<file path="config.mk">
export PLATFORM = sky130hd
export DESIGN_NAME = fofb_cycle_seq
export DESIGN_NICKNAME = d
export VERILOG_FILES = /design/src/rtl/fofb_seq_pkg.sv /design/src/rtl/fofb_cycle_seq_pos_edge.sv /design/src/rtl/fofb_cycle_seq.sv
export SDC_FILE = /design/constraint.sdc
export NUM_CORES = 1
export LEC_CHECK = 0
export CORE_ASPECT_RATIO = 1.2
export CORE_UTILIZATION = 53
export DETAILED_ROUTE_END_ITERATION = 7
export DONT_BUFFER_PORTS = 1
export PLACE_DENSITY = 0.68
export SETUP_SLACK_MARGIN = 0.05
export SLEW_MARGIN = 20
export SYNTH_ARGS = -nofsm -noshare
export SYNTH_HDL_FRONTEND = slang
export SYNTH_SLANG_ARGS = --single-unit
</file>
<file path="constraint.sdc">
create_clock -name clk -period 2.4 [get_ports clk]
set_input_delay 0.48 -clock clk [delete_from_list [all_inputs] [get_ports clk]]
set_output_delay 0.48 -clock clk [all_outputs]
set_load 0.03 [all_outputs]
</file>
<file path="src/rtl/fofb_seq_pkg.sv">
// fofb_seq_pkg: state encoding and default counter widths shared by the FOFB cycle sequencer.
package fofb_seq_pkg;

    localparam int CNT_W_DEF = 16;
    localparam int CYC_W_DEF = 32;

    typedef enum logic [1:0] {
        IDLE   = 2'd0,
        READ   = 2'd1,
        CALC   = 2'd2,
        OUTPUT = 2'd3
    } state_t;

endpackage

</file>
<file path="src/rtl/fofb_cycle_seq_pos_edge.sv">
// pos_edge: rising-edge detector; history resets high so a level already high at reset is not an edge.
module pos_edge (
    input  logic clk,
    input  logic reset,
    input  logic enb,
    input  logic trig_in,
    output logic trig_out
);

    logic prev;

    always_ff @(posedge clk or posedge reset)
        if (reset)
            prev <= 1'b1;
        else if (enb)
            prev <= trig_in;

    assign trig_out = enb & trig_in & ~prev;

endmodule

</file>
<file path="src/rtl/fofb_cycle_seq.sv">
// fofb_cycle_seq: FOFB read -> calc -> output cycle sequencer with overrun/timeout accounting.
// Optional per-phase watchdog enabled by defining FOFB_SEQ_WATCHDOG_EN.
module fofb_cycle_seq
    import fofb_seq_pkg::*;
#(
    parameter int CNT_W = CNT_W_DEF,
    parameter int CYC_W = CYC_W_DEF
) (
    input  logic             clk,
    input  logic             reset,
    input  logic             fa_trig,
    input  logic             enable,
    input  logic [CNT_W-1:0] timeout_cfg,
    output logic             pos_read_start,
    input  logic             pos_read_done,
    output logic             calc_start,
    input  logic             calc_done,
    output logic             dac_wr,
    output logic             busy,
    output logic [1:0]       state,
    output logic [CNT_W-1:0] overrun_cnt,
    output logic [CNT_W-1:0] timeout_cnt,
    output logic [CYC_W-1:0] cycle_cnt,
    output logic             err_flag,
    input  logic             err_clr
);

    state_t st, st_nxt;
    logic   trig, expired, ov_evt, to_evt;
    logic   rs_nxt, cs_nxt, dw_nxt;

    pos_edge u_edge (
        .clk      (clk),
        .reset    (reset),
        .enb      (1'b1),
        .trig_in  (fa_trig),
        .trig_out (trig)
    );

`ifdef FOFB_SEQ_WATCHDOG_EN
    logic [CNT_W-1:0] wd;

    // Loaded on entry to each wait phase; expiry is flagged in the cycle the count reaches 0.
    always_ff @(posedge clk or posedge reset)
        if (reset)
            wd <= '0;
        else if (rs_nxt || cs_nxt)
            wd <= timeout_cfg;
        else if (busy && wd != '0)
            wd <= wd - CNT_W'(1);

    assign expired = wd <= CNT_W'(1);
`else
    logic unused_cfg;

    assign unused_cfg = ^timeout_cfg;
    assign expired    = 1'b0;
`endif

    assign busy   = st != IDLE;
    assign state  = st;
    assign ov_evt = trig && busy;

    always_ff @(posedge clk or posedge reset)
        if (reset)
            st <= IDLE;
        else
            st <= st_nxt;

    // A done pulse always beats a same-cycle watchdog expiry.
    always_comb begin
        st_nxt = st;
        rs_nxt = 1'b0;
        cs_nxt = 1'b0;
        dw_nxt = 1'b0;
        to_evt = 1'b0;
        case (st)
            IDLE: begin
                rs_nxt = trig && enable;
                st_nxt = rs_nxt ? READ : IDLE;
            end
            READ: begin
                cs_nxt = pos_read_done;
                to_evt = !pos_read_done && expired;
                st_nxt = pos_read_done ? CALC : (expired ? IDLE : READ);
            end
            CALC: begin
                dw_nxt = calc_done;
                to_evt = !calc_done && expired;
                st_nxt = calc_done ? OUTPUT : (expired ? IDLE : CALC);
            end
            default: st_nxt = IDLE;
        endcase
    end

    always_ff @(posedge clk or posedge reset)
        if (reset) begin
            pos_read_start <= 1'b0;
            calc_start     <= 1'b0;
            dac_wr         <= 1'b0;
            cycle_cnt      <= '0;
            overrun_cnt    <= '0;
            timeout_cnt    <= '0;
            err_flag       <= 1'b0;
        end else begin
            pos_read_start <= rs_nxt;
            calc_start     <= cs_nxt;
            dac_wr         <= dw_nxt;
            if (st == OUTPUT)
                cycle_cnt <= cycle_cnt + CYC_W'(1);
            overrun_cnt <= err_clr ? '0 :
                           (ov_evt && overrun_cnt != '1) ? overrun_cnt + CNT_W'(1) : overrun_cnt;
            timeout_cnt <= err_clr ? '0 :
                           (to_evt && timeout_cnt != '1) ? timeout_cnt + CNT_W'(1) : timeout_cnt;
            err_flag    <= !err_clr && (err_flag || ov_evt || to_evt);
        end

endmodule

</file>
[Word level (Yosys, flattened, before mapping)]
Cells that the tools add are included.
Storage, ports and cells
  register bits: 71
  input port bits: 23
  logic and storage cells: 36
Operators by class
  $add $sub $neg: 2
  eq/ne operators: 4
  multiplexer cells: 10
  bitwise gates (word level): 2
  reductions and logical operators: 9
Operators with widths (number)
  16-bit 2-to-1 mux: 3
  32-bit by 1-bit adder with 32-bit output (second input constant): 1
  16-bit by 1-bit adder with 16-bit output (second input constant): 1
  16-bit != test (second input constant): 1
  2-bit one-hot mux with 3 select lines: 1
  1-bit 2-to-1 mux: 5
  2-bit equality test (second input constant): 2
  1-bit logical AND: 4
  2-bit nonzero test: 2
  2-bit by 1-bit equality test with 1-bit output (second input constant): 1
  2-bit zero test: 1
  2-bit 2-to-1 mux: 1
  1-bit bitwise AND: 1
  1-bit zero test: 1
  1-bit logical OR: 1
  1-bit inverter: 1

[Logic depth before layout (Yosys ltp)]
Gate-level depths: netlist of the first run.
  depth after elaboration: 6
  gate-level depth with buffers: 6
  depth with buffers taken out: 5

[Cells and area by module]
Synthesis of the first run repeated with hierarchy kept, for this count alone.
Second synthesis, totals
  cell total of the unflattened synthesis: 272
  area, all modules: 2841.5 µm²
By module, submodules not included
  fofb_cycle_seq: times used 1, cells each 268, area an instance 2786.4 µm²
  pos_edge: times used 1, cells each 4, area an instance 55.1 µm²

[Worst setup path before layout of the first run]
OpenSTA, ideal clock, no wires.
  path type: reg-to-reg
  from: reg st[1], in the netlist state[1]
  to: reg overrun_cnt[14]
  data arrival time: 1.996 ns
  required time: 2.275 ns
  path slack: 0.279 ns
  stages on the path, launching flop included: 7
  buffers on the path: 1
  period minus slack after synthesis: 2.121 ns
  path through: dfrtp_1 > buf_4 > nor2_2 > inv_1 > nand4_1 > nor4b_1 > mux2_2
Between the ends
  longest elaborated chain between the ends: 4
Ends and longest elaborated chain
  start: declaration: line fofb_cycle_seq.sv:28  | state_t st, st_nxt;
  start signal: assignment: line fofb_cycle_seq.sv:68  | st <= st_nxt;
  2-bit nonzero test: line fofb_cycle_seq.sv:60  | assign busy = st != IDLE;
  named net busy: line fofb_cycle_seq.sv:19  | output logic busy,
  1-bit logical AND: line fofb_cycle_seq.sv:62  | assign ov_evt = trig && busy;
  1-bit logical AND: line fofb_cycle_seq.sv:112  | (ov_evt && overrun_cnt != '1) ? overrun_cnt + CNT_W'(1) : overrun_cnt;
  2-bit nonzero test (no source line)
  end signal: assignment: line fofb_cycle_seq.sv:111  | overrun_cnt <= err_clr ? '0 :
  end: declaration: line fofb_cycle_seq.sv:21  | output logic [CNT_W-1:0] overrun_cnt,
The timed path passes the listed nets, and every way through them passes these cells.
A chain may end at the register's enable or synchronous reset.

[Final worst setup path of the first run]
  from: reg overrun_cnt[10]
  to: reg overrun_cnt[15]
Between the ends
  longest elaborated chain between the ends: 3
Ends and longest elaborated chain (line)
  16-bit by 1-bit adder with 16-bit output or 16-bit != test (tied branches): fofb_cycle_seq.sv:112
  16-bit 2-to-1 mux or 1-bit logical AND (tied branches): fofb_cycle_seq.sv:112
  16-bit 2-to-1 mux or 2-bit nonzero test (tied branches)
Several ways; a longest one is shown, not always the timed one. The select of a mux whose other input is x is not followed.

==> results of run 1 <==
## how the worst max path moves through the flow
stage,start,endpoint,cells past startpoint
after floorplan,state[1],overrun_cnt[14],6
after global placement,fa_trig,overrun_cnt[14],4
after detailed placement,fa_trig,overrun_cnt[14],4
after CTS,overrun_cnt[10],overrun_cnt[15],4
after global routing,overrun_cnt[10],overrun_cnt[15],4
final,overrun_cnt[10],overrun_cnt[15],4
## cell type report
class | instances | area, um^2 | share of cell area, %
Multi-Input combinational cell | 198 | 1240 | 41.4
Timing Repair Buffer | 26 | 195 | 6.51
Clock buffer | 8 | 80.1 | 2.67
Sequential cell | 55 | 1380 | 46.0
Tap cell | 60 | 75.1 | 2.50
Inverter | 8 | 30.0 | 1.00
## Yosys cell counts
| cell type | n |
|---|---|
| o41ai_1 | 1 |
| nor4b_1 | 1 |
| or4b_2 | 1 |
| clkbuf_1 | 4 |
| o31ai_1 | 7 |
| nand4_1 | 22 |
| buf_2 | 2 |
| xnor2_1 | 28 |
| o21ai_0 | 3 |
| and3_1 | 6 |
| a211oi_1 | 2 |
| buf_6 | 1 |
| dfrtp_1 | 54 |
| nand3_1 | 23 |
| nor3b_1 | 2 |
| buf_4 | 17 |
| nor2_1 | 14 |
| and4_1 | 4 |
| conb_1 | 1 |
| ha_1 | 2 |
| nand2_1 | 12 |
| mux2_2 | 5 |
| xor2_1 | 3 |
| a21o_1 | 1 |
| and2_1 | 3 |
| nor3_1 | 8 |
| nor2b_1 | 4 |
| or3_4 | 1 |
| or4_1 | 8 |
| nor4_1 | 3 |
| or3_1 | 3 |
| nand2b_1 | 1 |
| nor2_2 | 1 |
| buf_1 | 1 |
| inv_1 | 8 |
| dfstp_2 | 1 |
| a21oi_1 | 12 |
| or2_2 | 1 |
## metal layers
layer	vias up	wire (um)	part of all wire (%)	global-route usage (%)
li1	987	-	-	-
met1	1044	2310	41	25.5
met4	0	81	1.4	8.33
met5	-	0	0	0
met3	9	390	6.9	7.16
met2	52	2850	51	36.1
## power groups by stage
stage / Sequential (uW) / Clock [uW] / Combinational (uW)
after floorplan: 1190 / 0 / 244
after global placement: 1160 / 0 / 342
after detailed placement: 1160 / 0 / 346
after CTS: 1140 / 508 / 347
after global routing: 1150 / 538 / 381
final: 1140 / 488 / 341
## stage by stage
| step | hold WS [ns] | worst slack, ns |
|---|---|---|
| 2_1_floorplan | 0.484 | 0.279 |
| 3_5_place_dp | 0.381 | 0.388 |
| 4_1_cts | 0.0421 | 0.421 |
| 3_3_place_gp | 0.379 | 0.409 |
| 5_1_grt | 0.0602 | 0.243 |
| 6_report | 0.0407 | 0.431 |
## sequential cells by signal, indices dropped and copies added, names as in the netlist
name / cells
calc_start: 1
overrun_cnt: 16
state: 2
dac_wr: 1
err_flag: 1
u_edge.prev: 1
pos_read_start: 1
cycle_cnt: 32
## cells by family (layout without fill, tap and decap cells)
kind of cell             after synthesis  after routing  synth area share [%]
XOR/XNOR                              31             31                  9.84
AO/OA/AOI/OAI                         26             26                  5.76
multiplexers                           5              5                  2.04
AND/OR/NAND/NOR                      118            118                  24.2
buffers and inverters                 33             42                  7.17
flip-flops                            55             55                  49.9
other                                  1             16                 0.136
adder cells (fa/ha/maj)                2              2                 0.907
## critical path: stages (launching register included)
cell and delay [ns]:
dfrtp_1 0.57, nand4_1 0.24, or4_1 0.54, or4_1 0.41
a21oi_1 0.15
==> reports/metrics.yaml, run 1 <==
outcome: "finished, final reports clean"
worstSetupPathType: "reg -> reg"
fin_nets: 319
syn_area_um2: 2760
power_uw: 1970
synth.area.top_cells: "dfrtp_1 (49%), xnor2_1 (8.9%), nand4_1 (5.0%)"
period_share_pct: 82.0
pwr-share-seq_pct: 57.9
layout_commonest_cell: "dfrtp_1"
period_needed_ns: 1.97
grt_usage_pct: 21.7
worst_ir_drop_vdd_v: 0.000467
grt_overflow: 0
slew-limit-headroom_pct: 61.4
drive_gt1_share_pct: 14.2
p_leak_uw: 0.00129
clkPwrFrac_pct: 24.7
finalNonFillerCells: 355
clkTransAtPathRegs_ns: 0.10
clock_path_buffers: 2
gp_congestion: 0.848
fp.dieH_um: 81.0
power.switching_uw: 665
dr.pass1.iters: 4
hp-class: "in -> async"
grt_pass1_wl_um: 8960
setup_tns_ns: 0
cts_tree: "yes"
post-route-util_pct: 60.3
worst_skew_pair.late_latency_ns: 0.30
die_area_um2: 5500
remaining_drc_errors: 0
synth_top_area_share_pct: 49.0
root_buffer: "clkbuf_8"
vias: 2092
core_region_area_um2: 4970
clkSinkCount: 55
reg2reg_depth: 4
cts-resized-gates: 0
portBuffers: 0
synth_seq_cells: 55
yosys_warnings: 0
ys_types: 38
fin_skew_ns: 0.0108
worst_pin_slew_ns: 0.574
antenna_found_initial: 0
most-common-layout-cells: "dfrtp_1 (54), xnor2_1 (28), buf_4 (26), nand3_1 (23), nand4_1 (22)"
placed_cell_area_um2: 2920
power_density_nw_per_um2: 658
rsz0062_at_grt: "no"
drv_slew: 0
critPathArrivalTime_ns: 2.21
rr_startpoint: "overrun_cnt[10]"
p_int_uw: 1310
hold_viol: 0
setup_violations: 0
fin_area_um2: 3000
path_max_fanout: 5
die_w_um: 67.9
cts-buffers-inserted: 5
power_frac_comb_pct: 17.3
post_cts_buffers: 0
wl_um: 5640
dp_cells: 347
drv_cap: 0
p_sw_share_pct: 33.7
diodes: 0
hold_buffers: 0
synth.avg_cell_area_um2: 10.2
cp_data_required_time_ns: 2.64
syn_to_final_growth_pct: 8.66
nFillCells: 436
reg2reg_slack_ns: 0.43
boundaryPins: 94
std_cell_rows: 28
routedWlPerCell_um: 15.9
start_kind: "flip-flop"
h-tree-depth: 2
via_per_inst: 5.89
initial_utilization_pct: 55.5
ant_nets: 0
r2r-end: "overrun_cnt[15]"
fmax_mhz: 508
place_hpwl_um: 4060
cp-end-kind: "flip-flop"
grt_pass1_vias: 1927
first_iter_violations: 123
ys_seq_area_share_pct: 49.9
grt_max_degree: 22
synth_top_area_cell: "dfrtp_1"
synth_cells: 271
(Power assumes the default switching activity.)
==> run 2, diff against run 1 <==
- clock period: 2.4 -> 2.1 ns (I/O delays scaled with it)
==> run 2 against run 1 <==
  * Clock power increased by 26%
  * Final cell count increased by 3.7%
  * Worst setup slack got worse by 0.25 ns
  * Utilization increased by 2.7 points
  * Maximum frequency increased by 2.8%
  * Register-to-register slack got worse by 0.25 ns
  * Sequential share of layout area decreased by 2.0 points
  * Non-clock buffer count increased by 13
  * Flip-flop and latch count unchanged
  * Total power increased by 19%
  * Highest routed layer unchanged
==> reports/metrics.yaml, run 2 (synthesized netlist as in run 1, its figures left out) <==
path_cells: "ha_1 -> nand3_2 -> or4_1 -> nand3_1 -> mux2_2"  # was nand4_1 -> or4_1 -> or4_1 -> a21oi_1
cts-buffers-inserted: 5  # unchanged
remaining_drc_errors: 0  # unchanged
most-common-layout-cells: "dfrtp_1 (54), buf_4 (38), xnor2_1 (28), nand3_1 (22), nand4_1 (22)"  # was dfrtp_1 (54), xnor2_1 (28), buf_4 (26), nand3_1 (23), nand4_1 (22)
die_area_um2: 5500  # unchanged
rsz0062_at_grt: "no"  # unchanged
path_max_fanout: 6  # was 5
clock_path_buffers: 2  # unchanged
power_density_nw_per_um2: 749  # was 658 nW/um^2
place_hpwl_um: 4010  # was 4060 um
dr.pass1.iters: 4  # unchanged
routedWlPerCell_um: 15.5  # was 15.9 um
core_region_area_um2: 4970  # unchanged
largest_register_ffs: 32  # unchanged
crit_slowest_cell: "or4_1"  # was dfrtp_1
worstSetupPathType: "reg -> reg"  # unchanged
root_buffer: "clkbuf_8"  # unchanged
die_w_um: 67.9  # unchanged
fp.dieH_um: 81.0  # unchanged
std_cell_rows: 28  # unchanged
critPathArrivalTime_ns: 2.11  # was 2.21 ns
period_needed_ns: 1.91  # was 1.97 ns
cts_tree: "yes"  # unchanged
portBuffers: 0  # unchanged
fin_skew_ns: 0.00928  # was 0.0108 ns
outcome: "finished, final reports clean"  # unchanged
grt_max_degree: 56  # was 22
ant_nets: 0  # unchanged
clkSinkCount: 55  # unchanged
cp-end-kind: "flip-flop"  # unchanged
via_per_inst: 5.80  # was 5.89
hold_viol: 0  # unchanged
initial_utilization_pct: 55.5  # unchanged
vias: 2136  # was 2,092
gp_congestion: 0.808  # was 0.848
slew-limit-headroom_pct: 66.1  # was 61.4%
grt_pass1_vias: 1937  # was 1,927
diodes: 0  # unchanged
setup_tns_ns: 0  # unchanged
grt_overflow: 0  # unchanged
period_share_pct: 91.2  # was 82.0%
grt_pass1_wl_um: 8890  # was 8960 um
worst_skew_pair.late_latency_ns: 0.30  # about the same
worst_ir_drop_vdd_v: 0.000560  # was 0.000467 V
grt_usage_pct: 21.6  # was 21.7%
layout_commonest_cell: "dfrtp_1"  # unchanged
placed_cell_area_um2: 3030  # was 2920 um^2
fin_nets: 332  # was 319
boundaryPins: 94  # unchanged
drv_slew: 0  # unchanged
worst_pin_slew_ns: 0.504  # was 0.574 ns
wl_um: 5690  # was 5640 um
nFillCells: 411  # was 436
cp_data_required_time_ns: 2.29  # was 2.64 ns
top_register: "cycle_cnt"  # unchanged
finalNonFillerCells: 368  # was 355
clkTransAtPathRegs_ns: 0.10  # about the same
h-tree-depth: 2  # unchanged
fin_area_um2: 3130  # was 3000 um^2
critPathMaxStageDelay_ns: 0.60  # was 0.57 ns
drv_cap: 0  # unchanged
first_iter_violations: 158  # was 123
p_leak_uw: 0.00137  # was 0.00129 uW
hp-class: "in -> async"  # unchanged
syn_to_final_growth_pct: 13.6  # was 8.66%
antenna_found_initial: 0  # unchanged
start_kind: "flip-flop"  # unchanged
drive_gt1_share_pct: 19.2  # was 14.2%
dp_cells: 360  # was 347
fmax_mhz: 522  # was 508 MHz
setup_violations: 0  # unchanged
run 2: cell types whose count changed in the layout (fill, tap and decap cells not counted), sizes merged:
cell / delta
buf: +13
run 2: repair_timing:
item                       4_1_cts  5_1_grt
hold buffers                     0        0
buffers inserted                 0        0
setup endpoints to repair        0        2
gates resized for setup          0        1
run 2: worst paths after layout:
kind / from / to / slack, ns / cells after the start
setup reg to reg: overrun_cnt[1] / overrun_cnt[2] / 0.19 / 5
hold reg to reg: cycle_cnt[0] / cycle_cnt[0] / 0.55 / 1
max in group asynchronous: reset / u_edge.prev / 1.77 / 2
setup / recovery: overrun_cnt[1] / overrun_cnt[2] / 0.19 / 5
min in group clk: fa_trig / u_edge.prev / 0.11 / 0
hold / removal: reset / dac_wr / 0.04 / 2
run 2: cell type report:
type                       instances  area, um^2  share of cell area [%]
clock buffer                       8         100                    3.19
inverter                           8        30.0                   0.958
multi-input combinational        198        1240                    39.7
sequential                        55        1380                    44.0
tap                               60        75.1                    2.40
timing repair buffer              39         305                    9.74
run 2: metal layers:
metal	GRT usage [%]	up-vias	wire length (um)
met5	0	-	0
met4	6.46	0	27
met3	5.76	2	411
met2	36.5	71	2950
met1	26.5	1051	2300
li1	-	1012	-
run 2: critical path: cells and delay by family (launching register included):
kind                     cells  cell delay (ns)
adder cells (fa/ha/maj)      1             0.22
flip-flops                   1             0.39
multiplexers                 1             0.33
AND/OR/NAND/NOR              3             0.87
run 2: where the power goes:
| group | internal [uW] | switching, uW |
|---|---|---|
| Combinational | 150 | 340 |
| Clock | 302 | 312 |
| Sequential | 1130 | 112 |
| Total | 1580 | 763 |
run 2: stage by stage:
stage	setup WS [ns]	utilization [%]	hold slack (ns)	power (uW)
after floorplan	0.0462	-	0.424	1650
after global placement	0.189	60.9	0.383	1750
after detailed placement	0.176	60.9	0.382	1760
after CTS	0.145	62.9	0.0502	2380
after global routing	0.0904	63.0	0.0639	2470
final	0.185	63.0	0.0415	2350
==> run 3, diff against run 2 <==
- ABC_CLOCK_PERIOD_IN_PS: unset -> 2050
- clock period: 2.1 -> 2.05 ns (I/O delays scaled with it)
==> run 3 against run 2 <==
  * Maximum frequency grew 2.1%
  * Non-clock buffer count grew 8
  * Wire length grew 1.3%
  * Critical path type unchanged
  * Critical endpoint is now overrun_cnt[15]
==> reports/metrics.yaml, run 3 (synthesized netlist as in run 1, its figures left out) <==
period_needed_ns: 1.88  # was 1.91 ns
h-tree-depth: 2  # unchanged
largest_register_ffs: 32  # unchanged
fp.dieH_um: 81.0  # unchanged
reg2reg_slack_ns: 0.17  # was 0.19 ns
worst_skew_pair.late_latency_ns: 0.30  # about the same
die_area_um2: 5500  # unchanged
cp-end-kind: "flip-flop"  # unchanged
worst_ir_drop_vdd_v: 0.000618  # was 0.000560 V
hold_path_depth: 0
dr.pass1.iters: 4  # unchanged
worst_pin_slew_ns: 0.505  # was 0.504 ns
cp_data_required_time_ns: 2.28  # was 2.29 ns
crit_top_cell: "or4_1"
reg2reg_depth: 4  # was 5
layout_commonest_cell: "dfrtp_1"  # unchanged
power_uw: 2420  # was 2350 uW
most-common-layout-cells: "dfrtp_1 (51), buf_4 (46), xnor2_1 (28), nand3_1 (22), nand4_1 (22)"  # was dfrtp_1 (54), buf_4 (38), xnor2_1 (28), nand3_1 (22), nand4_1 (22)
hold_viol: 0  # unchanged
via_per_inst: 5.66  # was 5.80
critPathArrivalTime_ns: 2.11  # about the same
post_cts_buffers: 0  # unchanged
setup_tns_ns: 0  # unchanged
slew-limit-headroom_pct: 66.0  # was 66.1%
fmax_mhz: 533  # was 522 MHz
wl_um: 5760  # was 5690 um
setup_violations: 0  # unchanged
p_leak_uw: 0.00141  # was 0.00137 uW
routedWlPerCell_um: 15.3  # was 15.5 um
fin_skew_ns: 0.00785  # was 0.00928 ns
grt_usage_pct: 22.4  # was 21.6%
critPathMaxStageDelay_ns: 0.59  # was 0.60 ns
drv_cap: 0  # unchanged
antenna_found_initial: 0  # unchanged
clkSinkCount: 55  # unchanged
path_max_fanout: 5  # was 6
outcome: "finished, final reports clean"  # unchanged
gp_congestion: 0.825  # was 0.808
worstSetupPathType: "reg -> reg"  # unchanged
grt_max_degree: 26  # was 56
period_share_pct: 91.5  # was 91.2%
core_region_area_um2: 4970  # unchanged
drive_gt1_share_pct: 22.2  # was 19.2%
rsz0062_at_grt: "no"  # unchanged
root_buffer: "clkbuf_8"  # unchanged
initial_utilization_pct: 55.5  # unchanged
fin_nets: 340  # was 332
remaining_drc_errors: 0  # unchanged
boundaryPins: 94  # unchanged
hp-class: "in -> reg"  # was in -> async
top_register: "cycle_cnt"  # unchanged
syn_to_final_growth_pct: 15.6  # was 13.6%
crit_slowest_cell: "or4_1"  # unchanged
die_w_um: 67.9  # unchanged
nFillCells: 429  # was 411
grt_pass1_wl_um: 9100  # was 8890 um
start_kind: "flip-flop"  # unchanged
power_density_nw_per_um2: 760  # was 749 nW/um^2
grt_overflow: 0  # unchanged
std_cell_rows: 28  # unchanged
ant_nets: 0  # unchanged
clock_path_buffers: 2  # unchanged
first_iter_violations: 130  # was 158
path_cells: "nand4_1 -> or4_1 -> or4_1 -> a21oi_1"  # was ha_1 -> nand3_2 -> or4_1 -> nand3_1 -> mux2_2
cts_tree: "yes"  # unchanged
grt_pass1_vias: 2068  # was 1,937
place_hpwl_um: 4250  # was 4010 um
portBuffers: 0  # unchanged
vias: 2130  # was 2,136
cts-buffers-inserted: 5  # unchanged
drv_slew: 0  # unchanged
clkTransAtPathRegs_ns: 0.09  # was 0.10 ns
diodes: 0  # unchanged
-- run 3: final cells by class --
class | instances | area [um^2] | area share [%]
clock buffer | 8 | 100 | 3.14
inverter | 8 | 30.0 | 0.941
multi-input combinational | 198 | 1250 | 39.1
sequential | 55 | 1380 | 43.3
tap | 60 | 75.1 | 2.35
timing repair buffer | 47 | 355 | 11.1
-- run 3: where the power goes --
part,switching (uW),total [uW],internal [uW]
Combinational,371,532,161
Clock,325,634,309
Sequential,97.1,1260,1160
-- run 3: worst paths after layout --
kind | startpoint | end
setup / recovery | overrun_cnt[5] | overrun_cnt[15]
hold / removal | fa_trig | u_edge.prev
setup reg to reg | overrun_cnt[5] | overrun_cnt[15]
hold reg to reg | cycle_cnt[0] | cycle_cnt[0]
max in group asynchronous | reset | cycle_cnt[4]
min in group asynchronous | reset | pos_read_start
-- run 3: worst max-delay path, delay by kind of cell, from the launching register on --
kind               cells  cell delay [ns]
and+or+nand+nor        3             1.26
DFF                    1             0.40
AOI/OAI and AO/OA      1             0.16
-- run 3: per-layer routing --
metal  track usage [%]  routed length (um)
met2              38.0                2940
met1              26.1                2350
met4              9.38                 100
met3              6.32                 368
met5                 0                   0
-- run 3: timing repair --
item                                    in CTS  in global routing
endpoints found under the hold margin       12                  0
endpoints found under the setup margin       0                  2
gates resized for setup                      0                  2
hold buffers                                 1                  0
-- run 3: per-stage QoR --
step	instances	utilization (%)	cell area [um^2]	worst slack, ns	hold WS (ns)
CTS	376	64.0	3180	0.0885	0.0782
finish	376	64.1	3190	0.174	0.0914
floorplan	286	-	2820	0.0726	0.414
global placement	367	61.7	3070	0.130	0.260
global route	376	64.1	3190	0.0710	0.0622
detailed placement	367	61.7	3070	0.100	0.261
